<file path="config.mk">
export PLATFORM = sky130hd
export DESIGN_NAME = genius_seq_ctrl
export DESIGN_NICKNAME = d
export VERILOG_FILES = /design/src/rtl/genius_seq_ctrl.sv
export SDC_FILE = /design/constraint.sdc
export NUM_CORES = 1
export LEC_CHECK = 0
export ABC_CLOCK_PERIOD_IN_PS = 5800
export BUFFER_PORTS_ARGS = -buffer_cell sky130_fd_sc_hd__buf_2
export CORE_MARGIN = 5
export CORE_UTILIZATION = 60
export CTS_CLUSTER_DIAMETER = 30
export DETAILED_ROUTE_END_ITERATION = 8
export PLACE_DENSITY = 0.76
export SLEW_MARGIN = 10
export SYNTH_ARGS = -nofsm -noshare
export SYNTH_HDL_FRONTEND = slang
export SYNTH_SLANG_ARGS = --single-unit
</file>
<file path="constraint.sdc">
create_clock -name CLK -period 5.8 [get_ports CLK]
set_input_delay 0.58 -clock CLK [delete_from_list [all_inputs] [get_ports CLK]]
set_output_delay 0.58 -clock CLK [all_outputs]
set_load 0.02 [all_outputs]
</file>
<file path="src/rtl/genius_seq_ctrl.sv">
// genius_seq_ctrl
//   Genius (Simon) game controller. Grows a random colour sequence one entry
//   per round, replays it with show/gap timing, then checks each player press
//   against the stored sequence under a per-press timeout.
//
// Ports
//   CLK         in   system clock, rising edge
//   RESET       in   asynchronous active-high reset
//   START       in   start/restart request, honoured only in IDLE/WON/LOST
//   BTN_VALID   in   one-cycle press strobe (only looked at in WAIT_IN)
//   BTN_COLOR   in   colour of the press
//   RND         in   random colour, appended to the sequence in APPEND
//   SHOW_VALID  out  a colour is being displayed (replay or echo)
//   SHOW_COLOR  out  displayed colour, 0 when dark
//   LEVEL       out  current sequence length / score
//   WIN, LOSE   out  high while in WON / LOST
//   STATE       out  state encoding for debug
module genius_seq_ctrl #(
    parameter int MAX_LEN   = 16,
    parameter int CW        = 2,
    parameter int SHOW_CYC  = 25_000_000,
    parameter int GAP_CYC   = 5_000_000,
    parameter int INPUT_CYC = 100_000_000,
    localparam int LW       = $clog2(MAX_LEN + 1)
) (
    input  logic          CLK,
    input  logic          RESET,
    input  logic          START,
    input  logic          BTN_VALID,
    input  logic [CW-1:0] BTN_COLOR,
    input  logic [CW-1:0] RND,
    output logic          SHOW_VALID,
    output logic [CW-1:0] SHOW_COLOR,
    output logic [LW-1:0] LEVEL,
    output logic          WIN,
    output logic          LOSE,
    output logic [2:0]    STATE
);

    localparam int MAX_SG = (SHOW_CYC > GAP_CYC) ? SHOW_CYC : GAP_CYC;
    localparam int MAX_T  = (MAX_SG > INPUT_CYC) ? MAX_SG : INPUT_CYC;
    // The timer only ever holds values 0..MAX_T-1.
    localparam int TW     = (MAX_T > 1) ? $clog2(MAX_T) : 1;
    localparam int IW     = (MAX_LEN > 1) ? $clog2(MAX_LEN) : 1;

    localparam logic [TW-1:0] T_SHOW  = TW'(SHOW_CYC - 1);
    localparam logic [TW-1:0] T_GAP   = TW'(GAP_CYC - 1);
    localparam logic [TW-1:0] T_INPUT = TW'(INPUT_CYC - 1);
    localparam logic [LW-1:0] LEN_MAX = LW'(MAX_LEN);

    typedef enum logic [2:0] {
        S_IDLE     = 3'd0,
        S_APPEND   = 3'd1,
        S_SHOW_ON  = 3'd2,
        S_SHOW_GAP = 3'd3,
        S_WAIT_IN  = 3'd4,
        S_ECHO     = 3'd5,
        S_WON      = 3'd6,
        S_LOST     = 3'd7
    } state_t;

    state_t        r_state;
    logic [CW-1:0] r_seq [MAX_LEN];
    logic [LW-1:0] r_level;
    logic [LW-1:0] r_idx;
    logic [TW-1:0] r_t;
    logic          r_show_valid;
    logic [CW-1:0] r_show_color;
    logic          r_win;
    logic          r_lose;

    logic          w_t_zero;
    logic          w_last;
    logic [CW-1:0] w_expect;
    logic [CW-1:0] w_first_color;
    logic [CW-1:0] w_next_color;

    assign w_t_zero     = (r_t == '0);
    assign w_last       = (r_idx == r_level - LW'(1));
    assign w_expect     = r_seq[r_idx[IW-1:0]];
    assign w_next_color = r_seq[r_idx[IW-1:0] + IW'(1)];
    // SHOW_COLOR is registered, so the first replayed colour is loaded on the
    // APPEND edge; in round one SEQ[0] is being written on that same edge.
    assign w_first_color = (r_level == '0) ? RND : r_seq[0];

    // Sequence storage is deliberately not reset.
    always_ff @(posedge CLK) begin
        if (r_state == S_APPEND) begin
            r_seq[r_level[IW-1:0]] <= RND;
        end
    end

    always_ff @(posedge CLK or posedge RESET) begin
        if (RESET) begin
            r_state      <= S_IDLE;
            r_level      <= '0;
            r_idx        <= '0;
            r_t          <= '0;
            r_show_valid <= 1'b0;
            r_show_color <= '0;
            r_win        <= 1'b0;
            r_lose       <= 1'b0;
        end else begin
            case (r_state)
                S_IDLE, S_WON, S_LOST: begin
                    if (START) begin
                        r_level <= '0;
                        r_win   <= 1'b0;
                        r_lose  <= 1'b0;
                        r_state <= S_APPEND;
                    end
                end

                S_APPEND: begin
                    r_level      <= r_level + LW'(1);
                    r_idx        <= '0;
                    r_t          <= T_SHOW;
                    r_show_valid <= 1'b1;
                    r_show_color <= w_first_color;
                    r_state      <= S_SHOW_ON;
                end

                S_SHOW_ON: begin
                    if (w_t_zero) begin
                        r_t          <= T_GAP;
                        r_show_valid <= 1'b0;
                        r_show_color <= '0;
                        r_state      <= S_SHOW_GAP;
                    end else begin
                        r_t <= r_t - TW'(1);
                    end
                end

                S_SHOW_GAP: begin
                    if (w_t_zero) begin
                        if (w_last) begin
                            r_idx   <= '0;
                            r_t     <= T_INPUT;
                            r_state <= S_WAIT_IN;
                        end else begin
                            r_idx        <= r_idx + LW'(1);
                            r_t          <= T_SHOW;
                            r_show_valid <= 1'b1;
                            r_show_color <= w_next_color;
                            r_state      <= S_SHOW_ON;
                        end
                    end else begin
                        r_t <= r_t - TW'(1);
                    end
                end

                S_WAIT_IN: begin
                    // A press on the timeout cycle still counts.
                    if (BTN_VALID) begin
                        if (BTN_COLOR == w_expect) begin
                            r_t          <= T_SHOW;
                            r_show_valid <= 1'b1;
                            r_show_color <= BTN_COLOR;
                            r_state      <= S_ECHO;
                        end else begin
                            r_lose  <= 1'b1;
                            r_state <= S_LOST;
                        end
                    end else if (w_t_zero) begin
                        r_lose  <= 1'b1;
                        r_state <= S_LOST;
                    end else begin
                        r_t <= r_t - TW'(1);
                    end
                end

                S_ECHO: begin
                    if (w_t_zero) begin
                        r_show_valid <= 1'b0;
                        r_show_color <= '0;
                        if (w_last) begin
                            if (r_level == LEN_MAX) begin
                                r_win   <= 1'b1;
                                r_state <= S_WON;
                            end else begin
                                r_state <= S_APPEND;
                            end
                        end else begin
                            r_idx   <= r_idx + LW'(1);
                            r_t     <= T_INPUT;
                            r_state <= S_WAIT_IN;
                        end
                    end else begin
                        r_t <= r_t - TW'(1);
                    end
                end

                default: r_state <= S_IDLE;
            endcase
        end
    end

    assign SHOW_VALID = r_show_valid;
    assign SHOW_COLOR = r_show_color;
    assign LEVEL      = r_level;
    assign WIN        = r_win;
    assign LOSE       = r_lose;
    assign STATE      = r_state;

endmodule

</file>
==> qor.txt <==
Result of the run -> finished clean
Slew HR -> 0.3106
Avg WL per Cell -> 19.32 um
Post-CTS Resized -> 0
Worst-case clock buffer depth -> 2
Peak VDD IR -> 0.1374 mV
Slowest-stage cell, CP -> dfrtp_1
First-pass GRT wire length -> 19,060 um
Slew Viols, Final -> 0
FF-to-FF setup slack -> 2200 ps
TNS Setup -> 0 ps
Root Driver -> clkbuf_8
GRT Overall Usage -> 0.2420
Finished Layout Cells -> 584
Critical path type -> flip-flop to flip-flop
Startpoint type of the worst setup path -> flip-flop
Detailed Route WL -> 11,290 um
Clock Skew -> 13.54 ps
Layout cells sized above 1 -> 0.1390
Initial Utilization -> 0.6102
Final setup violating endpoints -> 0
Vias in the first global route -> 3,634
Final Hold Viols -> 0
Worst reg2reg endpoint -> r_t[10]$_DFFE_PP0P_
Synth top area cells -> dfrtp_1, edfxtp_1, mux4_2
Mux cell area share after synthesis -> 0.1118
Area grow syn2layout -> 6.882%
Routability cong. -> 0.8845
Cell Rows -> 32
Leakage -> 1.841 nW
Count of state elements after synthesis -> 77
Synth unique cells -> 58
Fmax -> 0.2778 GHz
Syn nets -> 486
Die area -> 9687 um2
Pwr dens -> 203.3 nW/um2
DRT antenna net count -> 0
Initial antenna violation count -> 0
Die Y -> 98.42 um
CP required -> 6050 ps
Adder-cell share of the synthesized area -> 0.01867
Ys flop type -> dfrtp_1
Hold Crit Class -> input pin to asynchronous set/reset pin
Port bufs -> 20
Synth Area in Compound Gates -> 0.1771
Reg clk slew, reported paths -> 90 ps
Post-synthesis sequential area ratio -> 0.4449
Ant diodes -> 0
Pre-antenna DRT Iters -> 5
Sink Count -> 77
Post-synth EDFFs -> 32
Hold slack -> 427.0 ps
Final instance area -> 5014 um2
Ports -> 21
Largest net degree at the start of global routing -> 46
HPWL Detailed -> 7908 um
Least-Margin Pin Slew -> 1034 ps
Vias -> 3,828
Async SR Flop Fraction -> 0.5844
RSZ-0062 raised after global routing -> no
Syn Inst Count -> 471
Total Nets Final -> 492
Top cell type's share of synthesized area -> 0.2401
Worst Path Arrival -> 3850 ps
Yosys warnings -> 0
Simple-gate share of the synthesized area -> 0.1891
Final period utilization -> 0.6206
DP Cell Count -> 568
Worst skew pair latency -> 360 ps
Worst R2R Path Depth -> 7
Clock H-tree levels -> 3
Core area -> 7687 um2
Hold buffer count at cts -> 0
Setup crit end kind -> flip-flop
Via density -> 6.555
CTS tree -> done
DRC Markers -> 0
Mapped Avg Cell Area -> 9.959 um2
Die Width -> 98.42 um
Post-CTS Setup Inserts -> 0
FF-to-FF Start -> r_idx[0]$_DFFE_PP0P_
Grt total ovfl -> 0
Crit path time final -> 3599 ps
Placed Area -> 4808 um2
CTS buffer count -> 9
Starting DRC count in detailed routing -> 376
Final core occ -> 0.6522
Crit Path Max Fanout -> 24
Max-cap violations -> 0
Largest family of logic cells by synthesized area -> simple AND/OR/NAND/NOR gates
Post-synth top area cell -> dfrtp_1
Cell Area, Synth -> 4691 um2
Crit path cell chain -> mux2i_1 -> mux4_2 -> xnor2_1 -> a2bb2oi_1 -> o21ai_2 -> nand2_1 -> a211o_1
Max incr delay on CP -> 1030 ps
Synth Area in XOR/XNOR -> 0.02614
[worst max-delay path: cells and delay by family, from the launching register on]
kind / cells / cell delay [ps]
xor gates and xnor gates: 1 / 150
AOI/OAI and AO/OA: 3 / 1030
and+or+nand+nor: 1 / 570
muxes: 2 / 690
DFF: 1 / 1030
[layout by cell type (no fill, tap or decap), types with 8 or more instances in the layout]
cell and n:
nor3_1 20, o21ai_0 26, nand3_1 13, edfxtp_1 32, a31oi_1 10, mux2i_1 13
xor2_1 8, a21oi_1 28, clkbuf_8 9, dfrtp_1 45, buf_2 20, nor2b_1 8
nand2_1 35, o31ai_1 13, inv_1 10, mux4_2 16, nor2_1 60, nor4_1 8
[cells by family (layout without fill, tap and decap cells)]
| kind of cell | count (synthesis) | count (layout) |
|---|---|---|
| multiplexers | 32 | 32 |
| AND/OR/NAND/NOR | 182 | 182 |
| adder cells (fa/ha/maj) | 7 | 7 |
| buffers and inverters | 36 | 47 |
| XOR/XNOR | 14 | 14 |
| AO/OA/AOI/OAI | 123 | 123 |
| flip-flops | 77 | 77 |
[synthesized netlist by cell type, drive strengths merged (5+ instances only)]
master,instances
a211oi,5
a21o,5
a21oi,29
a31oi,10
buf,9
clkbuf,16
dfrtp,45
edfxtp,32
ha,7
inv,11
mux2i,13
mux4,16
nand2,35
nand2b,6
nand3,13
nor2,60
nor2b,8
nor3,21
nor3b,7
nor4,8
o21ai,27
o31ai,13
or2,5
or3,5
xnor2,6
xor2,8
[state kept, by name, indices dropped and copies added (netlist names)]
name	cells
LEVEL	5
LOSE	1
SHOW_COLOR	2
SHOW_VALID	1
STATE	3
WIN	1
r_idx	5
r_seq	32
r_t	27
[how the worst max path moves through the flow]
stage	from	endpoint	slack (ps)
finish	r_idx[0]$_DFFE_PP0P_	r_t[10]$_DFFE_PP0P_	2200
CTS	r_idx[0]$_DFFE_PP0P_	r_t[10]$_DFFE_PP0P_	2230
global route	r_idx[0]$_DFFE_PP0P_	r_t[10]$_DFFE_PP0P_	1950
floorplan	r_idx[0]$_DFFE_PP0P_	SHOW_COLOR[0]$_DFFE_PP0P_	3030
global placement	r_idx[0]$_DFFE_PP0P_	r_t[10]$_DFFE_PP0P_	2340
detailed placement	r_idx[0]$_DFFE_PP0P_	r_t[10]$_DFFE_PP0P_	2260
[layer usage]
metal / track usage / up-vias / wire length, um
met5: 0 / - / 0
met4: 0.07983 / 0 / 195
met3: 0.04812 / 19 / 1012
met2: 0.3458 / 196 / 4836
met1: 0.3702 / 1827 / 5240
li1: - / 1786 / -
[metrics by stage]
stage | setup slack, ps | power [mW]
after floorplan | 3026 | 0.5875
after global placement | 2340 | 0.5965
after detailed placement | 2255 | 0.5969
after CTS | 2234 | 1.024
after global routing | 1946 | 1.048
final | 2201 | 1.019
[where the power goes]
| part | internal [mW] | leakage, nW | total, mW | switching, mW |
|---|---|---|---|---|
| combinational | 0.00386 | 0.912 | 0.0176 | 0.0137 |
| sequential | 0.567 | 0.823 | 0.567 | 0 |
| clock | 0.206 | 0.106 | 0.434 | 0.229 |
[layout make-up]
type,instances,area [um2]
Fill cell,632,2674
Multi-Input combinational cell,358,2452
Sequential cell,77,2087
Tap cell,102,127.6
Clock buffer,9,123.9
Timing Repair Buffer,20,100.1
Clock inverter,7,81.33
Inverter,11,41.29
No activity file was read; power rests on OpenSTA's default activity.
